## src/rtl/seq_alu_pkg.sv

```systemverilog
// Shared opcode constants, FSM state encoding and small helpers for seq_alu.
package seq_alu_pkg;

   localparam logic [3:0] OP_ADD  = 4'd0;
   localparam logic [3:0] OP_SUB  = 4'd1;
   localparam logic [3:0] OP_AND  = 4'd2;
   localparam logic [3:0] OP_OR   = 4'd3;
   localparam logic [3:0] OP_XOR  = 4'd4;
   localparam logic [3:0] OP_SLT  = 4'd5;
   localparam logic [3:0] OP_SLL  = 4'd6;
   localparam logic [3:0] OP_SRL  = 4'd7;
   localparam logic [3:0] OP_SRA  = 4'd8;
   localparam logic [3:0] OP_MUL  = 4'd9;
   localparam logic [3:0] OP_PASS = 4'd10;

   typedef enum logic [1:0] {
      IDLE = 2'd0,
      EXEC = 2'd1,
      DONE = 2'd2
   } state_t;

   // True for the three shift opcodes that iterate one bit per cycle.
   function automatic logic is_shift(input logic [3:0] op);
      return (op == OP_SLL) || (op == OP_SRL) || (op == OP_SRA);
   endfunction

endpackage

```

## src/rtl/seq_alu_if.sv

```systemverilog
// Operand/result bundle of seq_alu.
// Handshake: a bundle moves on a rising clk edge where valid and ready are
// both high; a source holding valid keeps its bundle stable until it moves,
// and ready may be asserted independently of valid.
interface seq_alu_if
   import seq_alu_pkg::*;
#(
   parameter int WIDTH = 8
);
   logic             in_valid;
   logic             in_ready;
   logic [3:0]       op;
   logic [WIDTH-1:0] a;
   logic [WIDTH-1:0] b;
   logic             cin;
   logic             out_valid;
   logic             out_ready;
   logic [WIDTH-1:0] result;
   logic             carry;
   logic             zero;
   logic             overflow;
   logic             negative;
   logic             busy;
   state_t           dbg_state;

   modport slave (
      input  in_valid, op, a, b, cin, out_ready,
      output in_ready, out_valid, result, carry, zero, overflow, negative,
             busy, dbg_state
   );

   modport master (
      output in_valid, op, a, b, cin, out_ready,
      input  in_ready, out_valid, result, carry, zero, overflow, negative,
             busy, dbg_state
   );
endinterface

```

## src/rtl/seq_alu_addsub.sv

```systemverilog
// Combinational A + (B ^ {sub}) + c_in core shared by ADD, SUB and SLT.
module alu_addsub #(
   parameter int WIDTH = 8
) (
   input  logic [WIDTH-1:0] i_a,
   input  logic [WIDTH-1:0] i_b,
   input  logic             i_sub,
   input  logic             i_cin,
   output logic [WIDTH-1:0] o_sum,
   output logic             o_carry,
   output logic             o_overflow
);
   logic [WIDTH-1:0] w_b;

   // Inverted B plus c_in=1 gives two's-complement subtraction.
   always_comb begin
      w_b                = i_b ^ {WIDTH{i_sub}};
      {o_carry, o_sum}   = {1'b0, i_a} + {1'b0, w_b} + {{WIDTH{1'b0}}, i_cin};
      o_overflow         = (i_a[WIDTH-1] == w_b[WIDTH-1]) &&
                           (o_sum[WIDTH-1] != i_a[WIDTH-1]);
   end
endmodule

```

## src/rtl/seq_alu.sv

```systemverilog
// Multi-cycle ALU: single-cycle arithmetic/logic, one-bit-per-cycle shifts
// and a WIDTH-step shift-add multiply, with flags and valid/ready bundles.
// Iterative ops do their first step on the accept edge, so an op needing
// n steps presents its result n-1 edges after acceptance.
module seq_alu
   import seq_alu_pkg::*;
#(
   parameter int WIDTH = 8,
   parameter int SHW   = $clog2(WIDTH)
) (
   input logic       clk,
   input logic       rst_n,
   seq_alu_if.slave  bus
);
   state_t             r_state;
   state_t             w_next;
   logic [3:0]         r_op;
   logic [2*WIDTH-1:0] r_acc;
   logic [2*WIDTH-1:0] r_mcand;
   logic [WIDTH-1:0]   r_mplier;
   logic [SHW-1:0]     r_cnt;
   logic [WIDTH-1:0]   r_result;
   logic               r_carry;
   logic               r_zero;
   logic               r_overflow;
   logic               r_negative;

   logic               w_accept;
   logic               w_load;
   logic               w_in_exec;
   logic [SHW-1:0]     w_amt;
   logic [3:0]         w_cur_op;
   logic [WIDTH-1:0]   w_sh_src;
   logic [WIDTH-1:0]   w_sh_out;
   logic [2*WIDTH-1:0] w_mul_acc_src;
   logic [2*WIDTH-1:0] w_mul_mcand_src;
   logic [WIDTH-1:0]   w_mul_mplier_src;
   logic [2*WIDTH-1:0] w_mul_sum;
   logic [WIDTH-1:0]   w_as_sum;
   logic               w_as_carry;
   logic               w_as_overflow;
   logic               w_as_sub;
   logic               w_as_cin;
   logic               w_lt;
   logic [WIDTH-1:0]   w_fin_result;
   logic               w_fin_carry;
   logic               w_fin_overflow;
   logic               w_fin_zero;
   logic               w_fin_negative;

   // One-bit shift step for the three shift opcodes.
   function automatic logic [WIDTH-1:0] shift_one(input logic [3:0] op,
                                                  input logic [WIDTH-1:0] v);
      logic [WIDTH-1:0] r;
      case (op)
         OP_SLL:  r = {v[WIDTH-2:0], 1'b0};
         OP_SRL:  r = {1'b0, v[WIDTH-1:1]};
         default: r = {v[WIDTH-1], v[WIDTH-1:1]};
      endcase
      return r;
   endfunction

   alu_addsub #(.WIDTH(WIDTH)) u_addsub (
      .i_a        (bus.a),
      .i_b        (bus.b),
      .i_sub      (w_as_sub),
      .i_cin      (w_as_cin),
      .o_sum      (w_as_sum),
      .o_carry    (w_as_carry),
      .o_overflow (w_as_overflow)
   );

   // Step datapath: operands come from the bus on the accept edge and from the working registers in EXEC.
   always_comb begin
      w_accept         = (r_state == IDLE) && bus.in_valid;
      w_in_exec        = (r_state == EXEC);
      w_amt            = bus.b[SHW-1:0];
      w_as_sub         = (bus.op != OP_ADD);
      w_as_cin         = (bus.op == OP_ADD) ? bus.cin : 1'b1;
      w_lt             = w_as_sum[WIDTH-1] ^ w_as_overflow;
      w_cur_op         = w_in_exec ? r_op : bus.op;
      w_sh_src         = w_in_exec ? r_acc[WIDTH-1:0] : bus.a;
      w_sh_out         = shift_one(w_cur_op, w_sh_src);
      w_mul_acc_src    = w_in_exec ? r_acc : '0;
      w_mul_mcand_src  = w_in_exec ? r_mcand : {{WIDTH{1'b0}}, bus.a};
      w_mul_mplier_src = w_in_exec ? r_mplier : bus.b;
      w_mul_sum        = w_mul_acc_src + (w_mul_mplier_src[0] ? w_mul_mcand_src : '0);
   end

   // Final result and flags, valid on the edge where w_load is high.
   always_comb begin
      w_fin_result   = bus.a;
      w_fin_carry    = 1'b0;
      w_fin_overflow = 1'b0;
      if (w_in_exec) begin
         if (r_op == OP_MUL) begin
            w_fin_result = w_mul_sum[WIDTH-1:0];
            w_fin_carry  = |w_mul_sum[2*WIDTH-1:WIDTH];
         end else begin
            w_fin_result = w_sh_out;
         end
      end else begin
         case (bus.op)
            OP_ADD, OP_SUB: begin
               w_fin_result   = w_as_sum;
               w_fin_carry    = w_as_carry;
               w_fin_overflow = w_as_overflow;
            end
            OP_AND:  w_fin_result = bus.a & bus.b;
            OP_OR:   w_fin_result = bus.a | bus.b;
            OP_XOR:  w_fin_result = bus.a ^ bus.b;
            OP_SLT:  w_fin_result = {{(WIDTH-1){1'b0}}, w_lt};
            OP_SLL, OP_SRL, OP_SRA:
               w_fin_result = (w_amt == '0) ? bus.a : w_sh_out;
            default: w_fin_result = bus.a;
         endcase
      end
      w_fin_zero     = (w_fin_result == '0);
      w_fin_negative = w_fin_result[WIDTH-1];
   end

   // Next-state logic; w_load marks the edge that enters DONE with a fresh result.
   always_comb begin
      w_next = r_state;
      w_load = 1'b0;
      case (r_state)
         IDLE: begin
            if (bus.in_valid) begin
               if ((bus.op == OP_MUL) || (is_shift(bus.op) && (w_amt > SHW'(1)))) begin
                  w_next = EXEC;
               end else begin
                  w_next = DONE;
                  w_load = 1'b1;
               end
            end
         end
         EXEC: begin
            if (r_cnt == SHW'(1)) begin
               w_next = DONE;
               w_load = 1'b1;
            end
         end
         DONE: begin
            if (bus.out_ready) w_next = IDLE;
         end
         default: w_next = IDLE;
      endcase
   end

   // State register.
   always_ff @(posedge clk or negedge rst_n) begin
      if (!rst_n) r_state <= IDLE;
      else        r_state <= w_next;
   end

   // Working registers, step counter and the held result/flags.
   always_ff @(posedge clk or negedge rst_n) begin
      if (!rst_n) begin
         r_op       <= '0;
         r_acc      <= '0;
         r_mcand    <= '0;
         r_mplier   <= '0;
         r_cnt      <= '0;
         r_result   <= '0;
         r_carry    <= 1'b0;
         r_zero     <= 1'b0;
         r_overflow <= 1'b0;
         r_negative <= 1'b0;
      end else begin
         if (w_accept) r_op <= bus.op;
         if (w_accept || w_in_exec) begin
            if (w_cur_op == OP_MUL) r_acc <= w_mul_sum;
            else                    r_acc <= {{WIDTH{1'b0}}, w_sh_out};
            r_mcand  <= w_mul_mcand_src << 1;
            r_mplier <= w_mul_mplier_src >> 1;
            if (w_in_exec)                r_cnt <= r_cnt - SHW'(1);
            else if (bus.op == OP_MUL)    r_cnt <= SHW'(WIDTH - 1);
            else                          r_cnt <= w_amt - SHW'(1);
         end
         if (w_load) begin
            r_result   <= w_fin_result;
            r_carry    <= w_fin_carry;
            r_zero     <= w_fin_zero;
            r_overflow <= w_fin_overflow;
            r_negative <= w_fin_negative;
         end
      end
   end

   assign bus.in_ready  = (r_state == IDLE);
   assign bus.out_valid = (r_state == DONE);
   assign bus.busy      = (r_state != IDLE);
   assign bus.dbg_state = r_state;
   assign bus.result    = r_result;
   assign bus.carry     = r_carry;
   assign bus.zero      = r_zero;
   assign bus.overflow  = r_overflow;
   assign bus.negative  = r_negative;
endmodule

```

## src/flat_wrapper.sv

```systemverilog
// flat-port wrapper written by rule: the top's interface ports become plain ports
module seq_alu_flat import seq_alu_pkg::*;
#(
   parameter int WIDTH = 8,
   parameter int SHW   = $clog2(WIDTH)
)
  (clk, rst_n, bus_in_valid, bus_op, bus_a, bus_b, bus_cin, bus_out_ready, bus_in_ready, bus_out_valid, bus_result, bus_carry, bus_zero, bus_overflow, bus_negative, bus_busy, bus_dbg_state);
  seq_alu_if #(.WIDTH(WIDTH)) bus_i ();
  input logic clk;
  input logic rst_n;
  input wire logic [$bits(bus_i.in_valid)-1:0] bus_in_valid;
  input wire logic [$bits(bus_i.op)-1:0] bus_op;
  input wire logic [$bits(bus_i.a)-1:0] bus_a;
  input wire logic [$bits(bus_i.b)-1:0] bus_b;
  input wire logic [$bits(bus_i.cin)-1:0] bus_cin;
  input wire logic [$bits(bus_i.out_ready)-1:0] bus_out_ready;
  output wire logic [$bits(bus_i.in_ready)-1:0] bus_in_ready;
  output wire logic [$bits(bus_i.out_valid)-1:0] bus_out_valid;
  output wire logic [$bits(bus_i.result)-1:0] bus_result;
  output wire logic [$bits(bus_i.carry)-1:0] bus_carry;
  output wire logic [$bits(bus_i.zero)-1:0] bus_zero;
  output wire logic [$bits(bus_i.overflow)-1:0] bus_overflow;
  output wire logic [$bits(bus_i.negative)-1:0] bus_negative;
  output wire logic [$bits(bus_i.busy)-1:0] bus_busy;
  output wire logic [$bits(bus_i.dbg_state)-1:0] bus_dbg_state;
  assign bus_i.in_valid = bus_in_valid;
  assign bus_i.op = bus_op;
  assign bus_i.a = bus_a;
  assign bus_i.b = bus_b;
  assign bus_i.cin = bus_cin;
  assign bus_i.out_ready = bus_out_ready;
  assign bus_in_ready = bus_i.in_ready;
  assign bus_out_valid = bus_i.out_valid;
  assign bus_result = bus_i.result;
  assign bus_carry = bus_i.carry;
  assign bus_zero = bus_i.zero;
  assign bus_overflow = bus_i.overflow;
  assign bus_negative = bus_i.negative;
  assign bus_busy = bus_i.busy;
  assign bus_dbg_state = bus_i.dbg_state;
  seq_alu #(.WIDTH(WIDTH), .SHW(SHW)) u_core (.clk(clk), .rst_n(rst_n), .bus(bus_i));
endmodule
```

## config.mk

```make
export PLATFORM = sky130hd
export DESIGN_NAME = seq_alu_flat
export DESIGN_NICKNAME = d
export VERILOG_FILES = /design/src/rtl/seq_alu_pkg.sv /design/src/rtl/seq_alu_if.sv /design/src/rtl/seq_alu_addsub.sv /design/src/rtl/seq_alu.sv /design/src/flat_wrapper.sv
export SDC_FILE = /design/constraint.sdc
export NUM_CORES = 1
export LEC_CHECK = 0
export ABC_AREA = 0
export ABC_CLOCK_PERIOD_IN_PS = 3500
export CORE_AREA = 2 2 107 109
export CTS_CLUSTER_DIAMETER = 150
export DETAILED_ROUTE_END_ITERATION = 12
export DIE_AREA = 0 0 109 111
export PLACE_DENSITY = 0.75
export REMOVE_ABC_BUFFERS = 1
export SETUP_SLACK_MARGIN = 0.4
export SLEW_MARGIN = 20
export SYNTH_ARGS = -nofsm -noshare
export SYNTH_HDL_FRONTEND = slang
export SYNTH_SLANG_ARGS = --single-unit
```

## constraint.sdc

```tcl
create_clock -name clk -period 3.5 [get_ports clk]
set_input_delay 0.7 -clock clk [delete_from_list [all_inputs] [get_ports clk]]
set_output_delay 0.7 -clock clk [all_outputs]
set_load 0.02 [all_outputs]
```

==> results of run 1 <==
[worst register-to-register path, cell delays in order, from the launching register on]
cell and delay (ns):
dfrtp_1 0.41, nor2b_4 0.19, buf_12 0.14, buf_12 0.11, and2_4 0.14, ha_2 0.18
inv_1 0.06, fa_2 0.38, nor2b_4 0.18, o31ai_4 0.11, a2111oi_4 0.43, nor4b_2 0.09
nand4b_1 0.30, a2111oi_4 0.36, a211oi_2 0.11
[cell families after synthesis]
family / synth area share
AND/OR/NAND/NOR: 0.239
AO/OA/AOI/OAI: 0.272
buffers and inverters: 0.0579
flip-flops: 0.256
adder cells (fa/ha/maj): 0.106
multiplexers: 0.0400
XOR/XNOR: 0.0294
[through the flow]
| stage | cell area (sq um) | instances |
|---|---|---|
| floorplan | 5450 | 661 |
| global placement | 6910 | 959 |
| detailed placement | 6910 | 959 |
| CTS | 7860 | 996 |
| global route | 8150 | 1009 |
| finish | 8150 | 1009 |
[path summary, 6_finish.rpt]
check	to	startpoint
setup reg to reg	u_core.bus.carry$_DFFE_PN0P_	u_core.bus.dbg_state[1]$_DFFE_PN0P_
min in group clk	u_core.bus.result[0]$_DFFE_PN0P_	u_core.bus.result[0]$_DFFE_PN0P_
hold / removal	u_core.bus.negative$_DFFE_PN0P_	rst_n
hold reg to reg	u_core.bus.result[0]$_DFFE_PN0P_	u_core.bus.result[0]$_DFFE_PN0P_
max in group asynchronous	u_core.r_mcand[6]$_DFFE_PN0P_	rst_n
setup / recovery	u_core.bus.carry$_DFFE_PN0P_	u_core.bus.dbg_state[1]$_DFFE_PN0P_
[routing by layer]
| metal | up-vias | part of all wire | GRT usage | wire length [microns] |
|---|---|---|---|---|
| li1 | 2883 | - | - | - |
| met1 | 3016 | 0.40 | 0.457 | 8530 |
| met2 | 370 | 0.47 | 0.545 | 9980 |
| met3 | 93 | 0.083 | 0.0723 | 1760 |
| met4 | 0 | 0.050 | 0.155 | 1060 |
| met5 | - | 0 | 0 | 0 |
[power groups by stage]
stage / sequential (mW) / combinational [mW] / clock [mW]
CTS: 1.13 / 2.30 / 1.02
global placement: 1.12 / 1.95 / 0
finish: 1.15 / 2.51 / 1.02
floorplan: 1.17 / 1.06 / 0
detailed placement: 1.13 / 2.00 / 0
global route: 1.17 / 2.67 / 1.05
[registers in the layout (all words and copies together) (netlist names)]
| register | flops |
|---|---|
| u_core.bus.result | 7 |
| u_core.r_mplier | 7 |
| u_core.r_mcand | 15 |
| u_core.bus.zero | 1 |
| u_core.bus.dbg_state | 2 |
| u_core.bus.negative | 1 |
| u_core.bus.carry | 1 |
| u_core.r_cnt | 3 |
| u_core.r_acc | 16 |
| u_core.r_op | 4 |
| u_core.bus.overflow | 1 |
[cell usage in the layout (no fill, tap or decap), types with 4 or more instances in the layout]
cell	count
nand2b_1	8
a22o_1	7
ha_4	5
nor2b_1	7
inv_2	6
clkdlybuf4s50_1	31
xnor2_1	13
or3_1	7
o22ai_1	4
o221ai_1	4
o31ai_4	7
nor3b_1	6
nand2_1	84
buf_4	130
a211oi_2	5
and3_1	13
nand3b_1	8
a31oi_1	18
and2_1	14
dfrtp_1	58
a211oi_1	10
nor3_1	8
o21ai_1	10
mux2_2	4
inv_1	24
o211ai_1	9
a21oi_1	39
a21o_1	7
mux2i_1	17
a2111oi_4	5
ha_1	36
o21ai_0	32
nor2_1	64
o21a_1	7
buf_6	13
clkbuf_16	9
nand3_1	9
[final cells by class]
type	count	area (sq um)	share of cell area
Multi-Input combinational cell	572	4400	0.540
Timing Repair Buffer	189	1660	0.203
Sequential cell	58	1450	0.178
Clock buffer	12	267	0.0327
Tap cell	143	179	0.0220
Inverter	31	121	0.0149
Clock inverter	4	72.6	0.00891
[repair_timing]
| item | CTS | global route |
|---|---|---|
| endpoints found under the setup margin | 20 | 15 |
| cloned | 2 | 0 |
| gates resized for setup | 99 | 41 |
| endpoints found under the hold margin | 0 | 0 |
| setup buffers | 19 | 13 |
| pin swaps | 40 | 41 |
==> out/results.tsv, run 1 <==
stage	metric	value	unit
global_route	grt_pass1_vias	6225	
synthesis	ys.flop_type	dfrtp_1	
timing	setup_viol	0	
timing	fin_ws	0.198	ns
clock_tree	cts.sinks	58	
synthesis	yosysTopAreaCell	dfrtp_1	
clock_tree	clockBufferDepth	2	
critical_path	critical_path_required	3.72	ns
clock_tree	clkTransAtPathRegs	0.06	ns
critical_path	path_buf_inv	3	
global_route	track_usage	0.347	
critical_path	path_max_fanout	6	
critical_path	cp.depth	14	
pwr	peakVddDrop	445	uV
placement	port_buffers	41	
drt	drtIter0Drc	655	
floorplanning	fp-row-count	39	
layout	fillers	763	
pwr	p_sw	1.94	mW
synthesis	syn_avg_cell_area	8.02	sq um
timing	period_needed	3.30	ns
floorplanning	io-pin-count	42	
synthesis	synth_most_common_cell	nand2_1	
synthesis	async_flop_share	1.00	
floorplanning	core_area	11100	sq um
clock_tree	cts_tree	done	
critical_path	crit_arrival	3.52	ns
timing	min_period_over_period	0.943	
layout	insertedDiodeCount	0	
critical_path	cp-start-kind	flip-flop	
drt	ant_nets	0	
floorplanning	die_w	109	microns
global_route	gr-total-overflow	0	
timing	timing_worst_slew_pin_value	0.918	ns
drt	drc	0	
critical_path	endpoint_kind	flip-flop	
clock_tree	cts_root_buf	clkbuf_16	
timing	max_clock_freq	303	MHz
clock_tree	htreeDepth	3	
drt	wl	21300	microns
placement	pre_cts_slack	-0.657	ns
layout	final_nets	932	
drt	avgViaCountPerCell	6.31	
synthesis	yosys.cell_types.count	82	
synthesis	synth_area_leaders	dfrtp_1 (26%), ha_1 (9.5%), nand2_1 (5.6%)	
floorplanning	die_h	111	microns
timing	slew_headroom	0.386	
drt	vias	6362	
global_route	grt_antenna_before_repair	0	
critical_path	critical_path.slowest_cell	a2111oi_4	
pwr	clockPowerShare	0.218	
flow_run	drv_cap	0	
synthesis	synth_edf_count	0	
timing	setup_tns	0	ns
critical_path	critPathKind	reg -> reg	
timing	slew_viol_final	0	
pwr	leakagePower	3.64	nW
placement	dp_hpwl	14300	microns
critical_path	cp_slowest_stage_delay	0.43	ns
critical_path	cp_top_family	compound AO/OA/AOI/OAI gates	
layout	area_growth	43.9	%
global_route	grt_max_degree	45	
clock_tree	clk_latency	0.35	ns
synthesis	yosysWarningCount	0	
placement	place_congestion	0.986	
timing	hold_violations	0	
pwr	p_int	2.74	mW
worst_hold_path	min_path_type	in -> async	
pwr	power	4.68	mW
floorplanning	dieArea	12100	sq um
floorplanning	start_util	0.511	
global_route	grt_pass1_wl	32500	microns
pwr	powerDensity	574	nW/um^2
critical_path	crit_chain	nor2b_4 > buf_12 > buf_12 > and2_4 > ha_2 > inv_1 > fa_2 > nor2b_4 > o31ai_4 > a2111oi_4 > nor4b_2 > nand4b_1 > a2111oi_4 > a211oi_2	
run_status	outcome	finished, final reports clean	
critical_path	reg2reg_slack	0.20	ns
drt	routedWlPerCell	21.2	microns
layout	utilization	0.736	
synthesis	yosys-top-cells-count	nand2_1 (85), nor2_1 (68), dfrtp_1 (58), ha_1 (43), a21oi_1 (40)	
timing	rsz0062_at_grt	true	
synthesis	ys_seq_elements	58	
drt	dr.pass1.iters	6	
pwr	p_sw_frac	0.414	
clock_tree	cts_buffers	9	
synthesis	synth_area	5660	sq um
timing	fin_skew	0.0107	ns
pwr	p_comb_frac	0.536	
timing	whs	0.370	ns
synthesis	synth_cells	706	
synthesis	yosysTopAreaCellShare	0.256	
clock_tree	ctsHoldBuffers	0	
pwr	seqPwrFrac	0.246	
critical_path	reg2reg_depth	14	
layout	final_layout_size_suffix_gt1_frac	0.300	
synthesis	yosysSeqAreaShare	0.256	
Note: power is estimated with default switching activity, not from simulation.
==> inputs of run 2 (changes only) <==
CORE_AREA = 10 10 115 117   (was 2 2 107 109)
DIE_AREA = 0 0 125 127   (was 0 0 109 111)
==> run 2 against run 1 <==
  * Routed wire length increased by 4.3%
  * Clock-buffer cell count unchanged
  * Critical path depth increased by 1
  * Sequential power about the same
  * Clock skew decreased by 0.0025 ns
  * Utilization decreased by 0.44 points
  * Hold slack improved by 0.070 ns
  * Non-clock buffer count increased by 5
  * Clock power decreased by 9%
==> out/results.tsv, run 2 (synthesis gave the netlist of run 1 again) <==
stage	metric	value	unit
run_status	outcome	finished, final reports clean	
global_route	gr-total-overflow	0	
clock_tree	clkTransAtPathRegs	0.05	ns
timing	slew_headroom	0.434	
placement	port_buffers	41	
pwr	powerDensity	566	nW/um^2
drt	vias	6492	
global_route	grt_pass1_vias	5865	
placement	dp_hpwl	14400	microns
clock_tree	htreeDepth	3	
layout	final_layout_size_suffix_gt1_frac	0.301	
floorplanning	dieArea	15900	sq um
layout	area_growth	43.7	%
layout	multiInputGateArea	4340	sq um
layout	fillers	782	
drt	dr.pass1.iters	6	
pwr	power	4.61	mW
layout	final_nets	937	
layout	mostFrequentLayoutCell	buf_4	
critical_path	endpoint_kind	flip-flop	
critical_path	crit_arrival	3.60	ns
clock_tree	cts_buffers	9	
pwr	peakVddDrop	417	uV
drt	ant_nets	0	
clock_tree	cts_tree	done	
floorplanning	core_area	11100	sq um
critical_path	cp-start-kind	flip-flop	
placement	place_congestion	0.966	
floorplanning	start_util	0.509	
layout	insertedDiodeCount	0	
timing	rsz0062_at_grt	true	
timing	setup_tns	0	ns
floorplanning	fp-row-count	39	
clock_tree	clockBufferDepth	2	
clock_tree	ctsHoldBuffers	0	
worst_hold_path	min_path_type	in -> async	
layout	layout_common_cells	buf_4 (128), nand2_1 (85), nor2_1 (67)	
timing	fin_skew	0.00820	ns
drt	wl	22300	microns
critical_path	path_max_fanout	5	
timing	period_needed	3.41	ns
timing	fin_ws	0.0945	ns
critical_path	critPathKind	reg -> reg	
placement	place_area	6940	sq um
global_route	grt_antenna_before_repair	0	
clock_tree	cts.sinks	58	
clock_tree	cts_root_buf	clkbuf_16	
timing	timing_worst_slew_pin_value	0.843	ns
timing	max_clock_freq	294	MHz
layout	seq_area	1450	sq um
drt	drc	0	
floorplanning	die_h	127	microns
timing	slew_viol_final	0	
timing	whs	0.440	ns
pwr	leakagePower	3.61	nW
global_route	track_usage	0.242	
timing	setup_viol	0	
timing	min_period_over_period	0.973	
critical_path	reg2reg_slack	0.09	ns
clock_tree	clk_latency	0.33	ns
placement	pre_cts_slack	-0.549	ns
floorplanning	die_w	125	microns
layout	reg.largest.list	u_core.r_acc x16, u_core.r_mcand x15	
floorplanning	io-pin-count	42	
global_route	grt_max_degree	37	
drt	drtIter0Drc	800	
drt	avgViaCountPerCell	6.40	
drt	routedWlPerCell	22.0	microns
timing	hold_violations	0	
flow_run	drv_cap	0	
layout	largest-register	u_core.r_acc	
global_route	grt_pass1_wl	32000	microns
layout	design_area	8140	sq um
critical_path	critical_path_required	3.69	ns
layout	largest_reg_flops	16	
-- run 2: cell count changes in the layout (fill, tap and decap cells not counted), sizes merged, moves of 2 or more --
| cell | change |
|---|---|
| buf | +3 |
| clkbuf | +2 |
| dlygate4sd2 | +2 |
| dlymetal6s2s | -2 |
-- run 2: critical path, cell delays in order (launching register included) --
cell and delay (ns):
dfrtp_1 0.37, nor2b_4 0.15, buf_6 0.14, buf_6 0.12
buf_6 0.11, nor3_4 0.14, ha_2 0.23, inv_2 0.05
fa_2 0.41, nor2b_4 0.17, o31ai_4 0.11, a2111oi_4 0.34
nor4b_1 0.10, nand4b_1 0.34, a2111oi_4 0.34, a211oi_2 0.13
-- run 2: worst paths after layout --
check / cells after the start / startpoint / endpoint
min in group clk: 2 / u_core.bus.result[2]$_DFFE_PN0P_ / u_core.bus.result[2]$_DFFE_PN0P_
setup reg to reg: 15 / u_core.bus.dbg_state[0]$_DFFE_PN0P_ / u_core.bus.carry$_DFFE_PN0P_
hold reg to reg: 2 / u_core.bus.result[2]$_DFFE_PN0P_ / u_core.bus.result[2]$_DFFE_PN0P_
setup / recovery: 15 / u_core.bus.dbg_state[0]$_DFFE_PN0P_ / u_core.bus.carry$_DFFE_PN0P_
max in group asynchronous: 2 / rst_n / u_core.r_acc[12]$_DFFE_PN0P_
hold / removal: 1 / rst_n / u_core.bus.dbg_state[1]$_DFFE_PN0P_
-- run 2: layer usage --
layer / share of wire / up-vias / global-route usage / routed length (microns)
li1: - / 2884 / - / -
met3: 0.093 / 94 / 0.0447 / 2060
met4: 0.046 / 0 / 0.0962 / 1030
met5: 0 / - / 0 / 0
met1: 0.40 / 3083 / 0.314 / 8920
met2: 0.46 / 431 / 0.391 / 10200
-- run 2: report_power, final --
group	internal [mW]	switching (mW)	total [mW]	leakage [nW]
clock network	0.607	0.317	0.925	0.159
registers	0.920	0.240	1.16	0.727
logic	1.15	1.38	2.52	2.73
total	2.67	1.93	4.61	3.61
-- run 2: cell type report --
cell class,instances,area share
clock buffers,12,0.0328
inverters,31,0.0146
clock inverters,4,0.00600
flip-flops and latches,58,0.178
well taps,143,0.0220
repair buffers,194,0.213
multi-input cells,572,0.533
-- run 2: timing repair --
item	in CTS	in global routing
gates cloned	1	3
gates resized for setup	86	45
pin swaps	35	28
endpoints found under the setup margin	19	15
setup buffers	20	13
-- run 2: metrics by stage --
stage                util  std cells
global placement    0.623        961
detailed placement  0.623        961
finish              0.731       1014
floorplan               -        661
global route        0.731       1014
CTS                 0.697        998
